## src/rtl/fp_pkg.sv

```systemverilog
// fp_pkg: shared single-precision types and constants
// used by the normalizer and neighbouring FP stages.
package fp_pkg;

  localparam int EXP_W  = 8;
  localparam int FRAC_W = 23;
  localparam int MANT_W = FRAC_W + 2;

  localparam logic [EXP_W-1:0] EXP_MAX = 8'hFF;

  localparam logic [MANT_W-1:0] MANT_HIDDEN = 25'h0800000;

  typedef struct packed {
    logic              sign;
    logic [EXP_W-1:0]  exponent;
    logic [FRAC_W-1:0] fraction;
  } fp32_t;

  typedef enum logic [1:0] {
    IDLE = 2'd0,
    NORM = 2'd1,
    DONE = 2'd2
  } norm_state_t;

endpackage

```

## src/rtl/normalizer.sv

```systemverilog
// normalizer: post-add mantissa normalizer, one shift per cycle.
// Optional NORMALIZER_SATURATE_EN clamps exponent over/underflow.
module normalizer
  import fp_pkg::*;
(
  input  logic        clk,
  input  logic        reset,
  input  logic        in_valid,
  output logic        in_ready,
  input  logic        in_sign,
  input  logic [7:0]  in_exponent,
  input  logic [24:0] in_mantissa,
  output logic        out_valid,
  input  logic        out_ready,
  output logic [31:0] out_result
);

  norm_state_t state_q;
  norm_state_t state_d;

  logic              sign_q;
  logic              sign_d;
  logic [EXP_W-1:0]  exp_q;
  logic [EXP_W-1:0]  exp_d;
  logic [MANT_W-1:0] mant_q;
  logic [MANT_W-1:0] mant_d;

  logic [EXP_W-1:0]  exp_inc;
  logic [EXP_W-1:0]  exp_dec;
  logic              accept;
  logic              mant_zero;
  logic              mant_carry;
  logic              mant_norm;
  logic              sat_hi;
  logic              sat_lo;
  fp32_t             packed_res;

  assign accept     = in_valid & in_ready;
  assign exp_inc    = exp_q + 8'd1;
  assign exp_dec    = exp_q - 8'd1;
  assign mant_zero  = (mant_q == '0);
  assign mant_carry = mant_q[24];
  assign mant_norm  = (mant_q[24:23] == 2'b01);

`ifdef NORMALIZER_SATURATE_EN
  assign sat_hi = (exp_q == EXP_MAX) ||
                  (exp_inc == EXP_MAX);
  assign sat_lo = (exp_q == '0) ||
                  (exp_dec == '0);
`else
  assign sat_hi = 1'b0;
  assign sat_lo = 1'b0;
`endif

  // state register
  always_ff @(posedge clk) begin
    if (reset) begin
      state_q <= IDLE;
    end else begin
      state_q <= state_d;
    end
  end

  // next-state logic
  always_comb begin
    state_d = state_q;
    unique case (state_q)
      IDLE: begin
        if (accept) state_d = NORM;
      end
      NORM: begin
        unique case (1'b1)
          mant_zero:  state_d = DONE;
          mant_carry: state_d = DONE;
          mant_norm:  state_d = DONE;
          default: begin
            if (sat_lo) state_d = DONE;
          end
        endcase
      end
      DONE: begin
        if (out_ready) state_d = IDLE;
      end
      default: state_d = IDLE;
    endcase
  end

  // working-register next values: capture, then shift/adjust
  always_comb begin
    sign_d = sign_q;
    exp_d  = exp_q;
    mant_d = mant_q;
    unique case (state_q)
      IDLE: begin
        if (accept) begin
          sign_d = in_sign;
          exp_d  = in_exponent;
          mant_d = in_mantissa;
        end
      end
      NORM: begin
        unique case (1'b1)
          mant_zero: begin
            exp_d = '0;
          end
          mant_carry: begin
            if (sat_hi) begin
              exp_d  = EXP_MAX;
              mant_d = MANT_HIDDEN;
            end else begin
              exp_d  = exp_inc;
              mant_d = {1'b0, mant_q[24:1]};
            end
          end
          mant_norm: begin
            mant_d = mant_q;
          end
          default: begin
            if (sat_lo) begin
              exp_d  = '0;
              mant_d = '0;
            end else begin
              exp_d  = exp_dec;
              mant_d = {mant_q[23:0], 1'b0};
            end
          end
        endcase
      end
      default: begin
        mant_d = mant_q;
      end
    endcase
  end

  // working registers; cleared on reset so no stale result survives
  always_ff @(posedge clk) begin
    if (reset) begin
      sign_q <= 1'b0;
      exp_q  <= '0;
      mant_q <= '0;
    end else begin
      sign_q <= sign_d;
      exp_q  <= exp_d;
      mant_q <= mant_d;
    end
  end

  // outputs, held at zero while reset is asserted
  always_comb begin
    packed_res.sign     = sign_q;
    packed_res.exponent = exp_q;
    packed_res.fraction = mant_q[FRAC_W-1:0];
    in_ready   = !reset && (state_q == IDLE);
    out_valid  = !reset && (state_q == DONE);
    out_result = out_valid ? packed_res : 32'h0;
  end

endmodule

```

## config.mk

```make
export PLATFORM = sky130hd
export DESIGN_NAME = normalizer
export DESIGN_NICKNAME = d
export VERILOG_FILES = /design/src/rtl/fp_pkg.sv /design/src/rtl/normalizer.sv
export SDC_FILE = /design/constraint.sdc
export NUM_CORES = 1
export LEC_CHECK = 0
export CAP_MARGIN = 20
export CORE_UTILIZATION = 42
export DETAILED_ROUTE_END_ITERATION = 10
export GPL_TIMING_DRIVEN = 0
export PLACE_DENSITY_LB_ADDON = 0.08
export SLEW_MARGIN = 10
export SYNTH_ARGS = -nofsm -noshare
export SYNTH_HDL_FRONTEND = slang
export SYNTH_SLANG_ARGS = --single-unit
```

## constraint.sdc

```tcl
create_clock -name clk -period 6.3 [get_ports clk]
set_input_delay 0.63 -clock clk [delete_from_list [all_inputs] [get_ports clk]]
set_output_delay 0.63 -clock clk [all_outputs]
set_load 0.05 [all_outputs]
```

* Word level (Yosys, flattened, before mapping)
Cells that the tools add are included.
** Word-level totals
- Bits in registers :: 36
- Bits of input ports :: 38
- Output and inout bits :: 34
- Logic and storage cells :: 40
** Cells by class
- Add/subtract/negate cells :: 2
- Eq/ne operators :: 8
- Muxes and demuxes :: 11
- Bitwise operators :: 1
- Reductions and logical operators :: 13
** Operator list (count)
- 25-bit one-hot mux with 2 select lines :: 2
- 32-bit 2-to-1 mux :: 1
- 25-bit logical NOT :: 1
- 25-bit 2-to-1 mux :: 1
- 8-bit one-hot mux with 3 select lines :: 1
- 8-bit one-hot mux with 2 select lines :: 1
- 2-bit inequality test (second input constant) :: 5
- 3-bit AND reduction :: 3
- 8-bit by 1-bit adder with 8-bit output (second input constant) :: 1
- 8-bit 2-to-1 mux :: 1
- 8-bit by 1-bit subtractor with 8-bit output (second input constant) :: 1
- 2-bit 2-to-1 mux :: 3
- 2-bit one-hot mux with 3 select lines :: 1
- 2-bit by 1-bit == test with 1-bit output (second input constant) :: 2
- 2-bit AND reduction :: 2
- 3-bit OR reduction :: 1
- 2-bit == test (second input constant) :: 1
- 1-bit logical AND :: 2
- 2-bit logical NOT :: 1
- 2-bit nonzero test :: 1
- 2-bit OR reduction :: 1
- 1-bit AND :: 1
- 1-bit logical NOT :: 1

* Logic depth before layout (Yosys ltp)
Gate-level depths: netlist (run 1).
- Depth after elaboration :: 5
- Mapped depth :: 9
- Depth with buffers taken out :: 8

* Worst setup path after synthesis (run 1)
Ideal clock, no wire load.
- Kind :: input to output
- From :: in reset
- To :: out out_result[22]
- Arrival :: 2116 ps
- Data required time :: 5670 ps
- Setup slack :: 3554 ps
- Stages on the path :: 3
- Path buffers :: 1
- Path through :: nor3b_1 -> clkbuf_1 -> and2_1
** Between the ends
- Word-level cells in the longest chain between the ends :: 3
** RTL lines
- start: declaration :: RTL line normalizer.sv:7 : input logic reset,
- 1-bit logical NOT :: RTL line normalizer.sv:154 : out_valid = !reset && (state_q == DONE);
- 1-bit logical AND :: RTL line normalizer.sv:154
- named net out_valid :: RTL line normalizer.sv:13 : output logic out_valid,
- 32-bit 2-to-1 mux :: RTL line normalizer.sv:155 : out_result = out_valid ? packed_res : 32'h0;
- end: declaration :: RTL line normalizer.sv:15 : output logic [31:0] out_result
The timed path passes the listed nets, and every way through them passes these cells.

* Worst setup path in the final report (run 1)
- From :: in reset
- To :: out out_result[22]
** Between the ends
- Word-level cells in the longest chain between the ends :: 3
** RTL lines (RTL line)
- 1-bit logical NOT :: normalizer.sv:154
- 1-bit logical AND :: normalizer.sv:154
- 32-bit 2-to-1 mux :: normalizer.sv:155
No other way between the ends.

==> flow_summary.ini, run 1 <==
[clock_tree]
cts-resized-gates = 0
postCtsSetupRepairBufs = 0
cts_hold_buf = 0
cts-buffers-inserted = 5
clkTransAtPathRegs_ns = 0.07
cts_max_level = 2
cts_max_path_buffers = 2
cts.sinks = 36
cts-root-buf = clkbuf_8
clk_latency_ns = 0.29
cts_tree = yes

[critical_path]
crit_buf_inv = 3
worstSetupPathType = input port to output port
cp_cell_sequence = clkdlybuf4s50_1 > nor3b_1 > clkbuf_1 > and2_1 > clkdlybuf4s50_1
path_max_fanout = 10
crit_slowest_cell = clkdlybuf4s50_1
critical_path.top_delay_family = buffers and inverters
startpoint = reset
cp.required_ns = 5.67
rr_worst_depth = 9
reg2reg_slack_ns = 3.46
arrival_ns = 3.17
endpoint = out_result[22]
cp.depth = 5
cp-end-kind = output port
start_kind = input port
rr_startpoint = mant_q[24]
path_common_cell = clkdlybuf4s50_1
reg2reg_to = exp_q[6]
slowest_delay_ns = 0.80

[cells_and_area]
multi_input_area_um2 = 1500
final_core_util_pct = 59.8
num_antenna_cells = 0
final_nets = 440
final-seq-area_um2 = 721
drive_gt1_share_pct = 5.30
syn_to_final_growth_pct = 37.1
fillCellCount = 518

[detailed_routing]
wirelength_um = 7290
dr.pass1.iters = 5
wl_per_cell_um = 15.6
drt_iter0_drc = 178
viasPerCell = 5.76
detail-route-antenna-nets = 0
num_vias = 2695
drc_errors = 0

[power]
p_switching_w = 0.000486
p_per_area_nw_per_um2 = 332
leakage_nw = 1.15
ir_worst_vdd_v = 0.000186
power_frac_seq_pct = 32.4
clock_power_share_pct = 15.9
comb_power_share_pct = 51.7
switching_share_pct = 44.5
internal-power_w = 0.000607

[logic_synthesis]
synth-compound-area-share_pct = 31.9
synth_top_family_by_area = compound AO/OA/AOI/OAI gates
muxShareOfSynthArea_pct = 0.417
netlist_instances = 317
yosys.area_share.simple_pct = 24.8
yosys-top-cells-count = nand2_1, a21oi_1, dfxtp_1, and2_1, o211ai_1
synth_ff_type = dfxtp_1
synth-xor-area-share_pct = 1.46
synth_adder_area_share_pct = 3.96
synth_edf_count = 0
ys_ff_latch = 36
synth_top_cell_area_share_pct = 30.0
ys_top_cells_by_area = dfxtp_1, and2_1, a21oi_1, o211ai_1, nand2_1
syn_nets = 362
ys_warn_count = 0
synth_top_area_cell = dfxtp_1
synthDistinctLibCells = 44
yosysMostFrequentCell = nand2_1
avgSynthCellArea_um2 = 7.57
netlist_area_um2 = 2400
async_flop_share_pct = 0
seq_area_frac_synth_pct = 30.0

[die]
coreArea_um2 = 5510
die_w_um = 77.6
initial_core_util_pct = 43.6
rows = 27
dieArea_um2 = 6020
boundaryPins = 72
die_y_um = 77.6

[timing]
fin_crit_sh_pct = 60.3
setup_viol = 0
timing.slew.headroom_pct = 45.1
tightest_slew_ns = 0.824
drv_slew = 0
period_needed_ns = 3.80
hold_viol_final = 0
fin_skew_ns = 0.00510
setup_tns_ns = 0
grt_setup_unrepaired = no
max_freq_mhz = 263

[grt]
grt_pass1_wl_um = 11800
antenna_found_initial = 0
grt_max_degree = 16
overflow = 0
grt_pass1_vias = 2479
use_met3_pct = 4.24
grt_busiest_layer = met2
track_usage_pct = 24.7
use_met1_pct = 32.6
use_met2_pct = 41.6

[placement]
dpl.hpwl_um = 5260
io_buffers = 71
gp_congestion = 0.861

[job]
maxCapViolCount = 0

[min_path]
hold_path.class = flip-flop to flip-flop

[outcome]
status = complete, no violations
==> worst min-delay path by stage <==
stage,cells past startpoint,to,from
global route,2,sign_q,sign_q
CTS,2,sign_q,sign_q
detailed placement,2,sign_q,sign_q
global placement,2,sign_q,sign_q
finish,2,sign_q,sign_q
floorplan,2,sign_q,sign_q
==> sequential cells by signal (all words and copies together) (netlist names) <==
| register | flops |
|---|---|
| exp_q | 8 |
| sign_q | 1 |
| state_q | 2 |
| mant_q | 25 |
==> power groups by stage <==
stage | clock network (W) | registers, W | logic [W]
after global routing | 0.000184 | 0.000363 | 0.000627
after floorplan | 0 | 0.000337 | 0.000424
final | 0.000173 | 0.000354 | 0.000565
after global placement | 0 | 0.000357 | 0.000546
after detailed placement | 0 | 0.000357 | 0.000556
after CTS | 0.000176 | 0.000352 | 0.000559
==> metal layers <==
layer | vias up | routed length [um]
met2 | 123 | 3410
li1 | 1304 | -
met4 | 0 | 57
met5 | - | 0
met3 | 6 | 466
met1 | 1262 | 3350
==> worst register-to-register path, stage by stage (launching register included) <==
cell	delay (ns)
dfxtp_1	0.45
clkinv_1	0.29
buf_1	0.45
ha_1	0.50
o21ai_0	0.18
a21oi_1	0.08
o21a_1	0.18
or3_1	0.31
a32oi_1	0.20
a211oi_1	0.09
==> metrics by stage <==
step                      hold slack, ns  area [um^2]  total power, W  instances  setup WS, ns
after detailed placement           0.464         3200        0.000914        460          2.43
after global placement             0.461         3200        0.000903        460          2.46
after CTS                          0.473         3290         0.00109        468          2.43
after global routing               0.498         3290         0.00117        468          2.27
after floorplan                    0.445         2400        0.000761        317          3.55
final                              0.468         3290         0.00109        468          2.50
==> cells by family (layout without fill, tap and decap cells) <==
family | count (synthesis) | after routing
AOI/OAI and AO/OA | 110 | 110
muxes | 1 | 1
buffers and inverters | 40 | 119
DFF | 36 | 36
and+or+nand+nor | 119 | 119
adders and majority gates | 7 | 7
xor gates and xnor gates | 4 | 4
==> cell type report <==
cell class / instances / share of cell area, %
repair buffers: 71 / 21.6
well taps: 72 / 2.74
inverters: 16 / 1.83
flip-flops and latches: 36 / 21.9
plain buffers: 24 / 3.61
clock buffers: 8 / 2.74
multi-input cells: 241 / 45.6
==> cell usage in the layout, fill, tap and decap left out, types with 3 or more instances in the layout <==
cell	Yosys	routed
clkbuf_1	13	15
a211oi_1	6	6
and2_1	32	32
inv_1	15	15
buf_1	3	3
o221ai_1	6	6
nor2_1	16	16
a21oi_1	36	36
nand3_1	5	5
o311ai_0	4	4
o31ai_1	8	8
o21ai_0	8	8
nor3_1	4	4
clkdlybuf4s50_1	0	71
buf_2	5	5
xnor2_1	4	4
ha_1	6	6
buf_6	3	3
clkbuf_8	0	6
dfxtp_1	36	36
o211ai_1	23	23
a32oi_1	3	3
nand2_1	45	45
nor4_1	6	6
a221o_1	3	3
Note: power is estimated with default switching activity, not from simulation.
==> inputs of run 2 (changes only) <==
==> constraint.sdc (replaced) <==
create_clock -name clk -period 3.7 [get_ports clk]
set_input_delay 0.37 -clock clk [delete_from_list [all_inputs] [get_ports clk]]
set_output_delay 0.37 -clock clk [all_outputs]
set_load 0.05 [all_outputs]
==> results of run 2 <==
The final DEF is identical to that of run 1. Status: complete, no violations.
Main changes from that run: setup slack after placement 2.43 ns -> 0.353 ns; setup slack after layout 2.50 ns -> 0.420 ns; register-to-register setup slack 3.46 ns -> 0.86 ns; total power 0.00109 W -> 0.00186 W; worst IR drop on VDD 0.000186 V -> 0.000316 V
==> inputs of run 3 (changes only) <==
--- a/config.mk
+++ b/config.mk
@@ -5,11 +5,14 @@
 export SDC_FILE = /design/constraint.sdc
 export NUM_CORES = 1
 export LEC_CHECK = 0
+export ABC_AREA = 1
 export CAP_MARGIN = 20
 export CORE_UTILIZATION = 42
+export CTS_CLUSTER_SIZE = 28
 export DETAILED_ROUTE_END_ITERATION = 10
 export GPL_TIMING_DRIVEN = 0
 export PLACE_DENSITY_LB_ADDON = 0.08
+export SKIP_LAST_GASP = 1
 export SLEW_MARGIN = 10
 export SYNTH_ARGS = -nofsm -noshare
 export SYNTH_HDL_FRONTEND = slang
==> flow_summary.ini, run 3 <==
[timing]
fin_hold_ws_ns = 0.494
setup_viol = 0
fin_crit_sh_pct = 81.2
max_freq_mhz = 333
timing.slew.headroom_pct = 65.8
drv_slew = 0
fin_skew_ns = 0.00617
tightest_slew_ns = 0.511
hold_viol_final = 0
setup_tns_ns = 0
period_needed_ns = 3.00
grt_setup_unrepaired = no

[placement]
placed_cells = 598
place_area_um2 = 3390
dpl.hpwl_um = 5430
io_buffers = 71
gp_congestion = 0.851

[clock_tree]
cts.sinks = 36
cts_hold_buf = 0
cts_tree = yes
clkTransAtPathRegs_ns = 0.07
postCtsSetupRepairBufs = 0
cts-root-buf = clkbuf_8
cts_max_path_buffers = 2
cts-resized-gates = 0
clk_latency_ns = 0.29
cts_max_level = 2
cts-buffers-inserted = 5

[power]
power_frac_seq_pct = 31.9
p_switching_w = 0.000676
p_per_area_nw_per_um2 = 464
comb_power_share_pct = 47.0
ir_worst_vdd_v = 0.000277
leakage_nw = 1.62
clock_power_share_pct = 21.1
internal-power_w = 0.000947
switching_share_pct = 41.7

[cells_and_area]
syn_to_final_growth_pct = 35.3
final_area_um2 = 3500
mostFrequentLayoutCell = nor2_1
drive_gt1_share_pct = 7.91
final_cells = 606
fillCellCount = 634
reg.largest.list = mant_q x25, exp_q x8, state_q x2
top_register = mant_q
layout_common_cells = nor2_1, nand2_1, clkdlybuf4s50_1, inv_1, dfxtp_1
final_nets = 575
largest_reg_flops = 25
num_antenna_cells = 0

[die]
coreArea_um2 = 5920
boundaryPins = 72
die_y_um = 80.5
initial_core_util_pct = 43.7
dieArea_um2 = 6480
rows = 28
die_w_um = 80.5

[detailed_routing]
detail-route-antenna-nets = 0
drt_iter0_drc = 165
dr.pass1.iters = 5
drc_errors = 0
wirelength_um = 7350
wl_per_cell_um = 12.1
num_vias = 2946
viasPerCell = 4.86

[min_path]
hold_end = sign_q
hold_path.class = flip-flop to flip-flop
hp-start = sign_q
worstHoldPathCells = 2

[logic_synthesis]
ys_top_cells_by_area = dfxtp_1, nor2_1, nand2_1, inv_1, nand3_1
seq_area_frac_synth_pct = 27.9
synth_ff_type = dfxtp_1
ys_warn_count = 0
synth_edf_count = 0
synthDistinctLibCells = 30
ys_ff_latch = 36
avgSynthCellArea_um2 = 5.72
async_flop_share_pct = 0
syn_nets = 497
netlist_area_um2 = 2590
yosysMostFrequentCell = nor2_1
synth_top_area_cell = dfxtp_1
synth_top_cell_area_share_pct = 27.9
yosys-top-cells-count = nor2_1, nand2_1, inv_1, dfxtp_1, nand3_1
netlist_instances = 452

[critical_path]
reg2reg_slack_ns = 1.72
slowest_delay_ns = 0.82
rr_worst_depth = 9
path_common_cell = clkdlybuf4s50_1
reg2reg_to = exp_q[6]
worstSetupPathType = input port to output port
arrival_ns = 2.63
crit_slowest_cell = clkdlybuf4s50_1
rr_startpoint = mant_q[24]
start_kind = input port
critical_path.top_delay_family = buffers and inverters
cp_cell_sequence = clkdlybuf4s50_1 > nor3_1 > inv_1 > clkbuf_1 > nor2_1 > clkdlybuf4s50_1
crit_buf_inv = 4
path_max_fanout = 10
cp-end-kind = output port
cp.required_ns = 3.33

[grt]
antenna_found_initial = 0
grt_pass1_vias = 2691
overflow = 0
track_usage_pct = 24.1
grt_pass1_wl_um = 12300
grt_max_degree = 12

[outcome]
status = complete, no violations

[job]
maxCapViolCount = 0
run 3: changes by cell type after synthesis, moves of 8 or more:
| cell | change |
|---|---|
| nor2_1 | +91 |
| inv_1 | +34 |
| a21oi_1 | -13 |
| and2_1 | -32 |
| o211ai_1 | -22 |
| nand3_1 | +26 |
| o21ai_0 | +22 |
| inv_2 | +17 |
| o31ai_1 | -8 |
| nand2_1 | +61 |
run 3: per-stage QoR:
stage	util (%)	total power (W)	setup slack, ns
2_1_floorplan	-	0.00108	0.624
3_3_place_gp	57.3	0.00127	0.672
3_5_place_dp	57.3	0.00128	0.706
4_1_cts	59.1	0.00163	0.668
5_1_grt	59.1	0.00177	0.564
6_report	59.1	0.00162	0.697
run 3: cell type report:
class	instances	area, um^2	area share, %
Sequential cell	36	721	20.6
Tap cell	75	93.8	2.68
Timing Repair Buffer	71	711	20.3
Clock buffer	6	72.6	2.07
Inverter	66	248	7.08
Multi-Input combinational cell	330	1530	43.6
Buffer	20	92.6	2.65
Clock inverter	2	35.0	1.00
run 3: power by group through the flow:
| stage | clock (W) | combinational (W) | sequential (W) |
|---|---|---|---|
| after floorplan | 0 | 0.000570 | 0.000513 |
| after CTS | 0.000351 | 0.000762 | 0.000516 |
| after detailed placement | 0 | 0.000757 | 0.000525 |
| after global routing | 0.000373 | 0.000869 | 0.000526 |
| final | 0.000343 | 0.000762 | 0.000518 |
| after global placement | 0 | 0.000744 | 0.000524 |
run 3: worst max-delay path by stage:
| stage | from | endpoint | slack [ns] | depth (start not counted) |
|---|---|---|---|---|
| after floorplan | state_q[1] | out_result[10] | 0.62 | 5 |
| after global placement | reset | out_result[21] | 0.67 | 6 |
| after detailed placement | reset | out_result[22] | 0.71 | 6 |
| after CTS | reset | out_result[22] | 0.67 | 6 |
| after global routing | reset | out_result[21] | 0.56 | 6 |
| final | reset | out_result[2] | 0.70 | 6 |
run 3: cells by family after synthesis:
kind of cell,after synthesis,share of synthesized area (%)
buffers and inverters,86,13.2
adder cells (fa/ha/maj),7,3.68
flip-flops,36,27.9
XOR/XNOR,5,1.69
AND/OR/NAND/NOR,257,41.0
AO/OA/AOI/OAI,61,12.6
run 3: layer usage:
metal,track usage [%],part of all wire [%],up-vias
met5,0,0,-
met1,32.9,48,1314
met2,39.5,46,77
met4,5.36,0.93,0
li1,-,-,1548
met3,3.75,4.8,7
run 3: worst reg2reg max path, cell delays in order, from the launching register on:
cell	delay [ns]
dfxtp_1	0.52
inv_2	0.19
ha_1	0.39
nand2_1	0.06
o21ai_0	0.25
nand2_1	0.09
nand2_1	0.08
xor2_1	0.14
nand2_1	0.06
a21oi_1	0.13
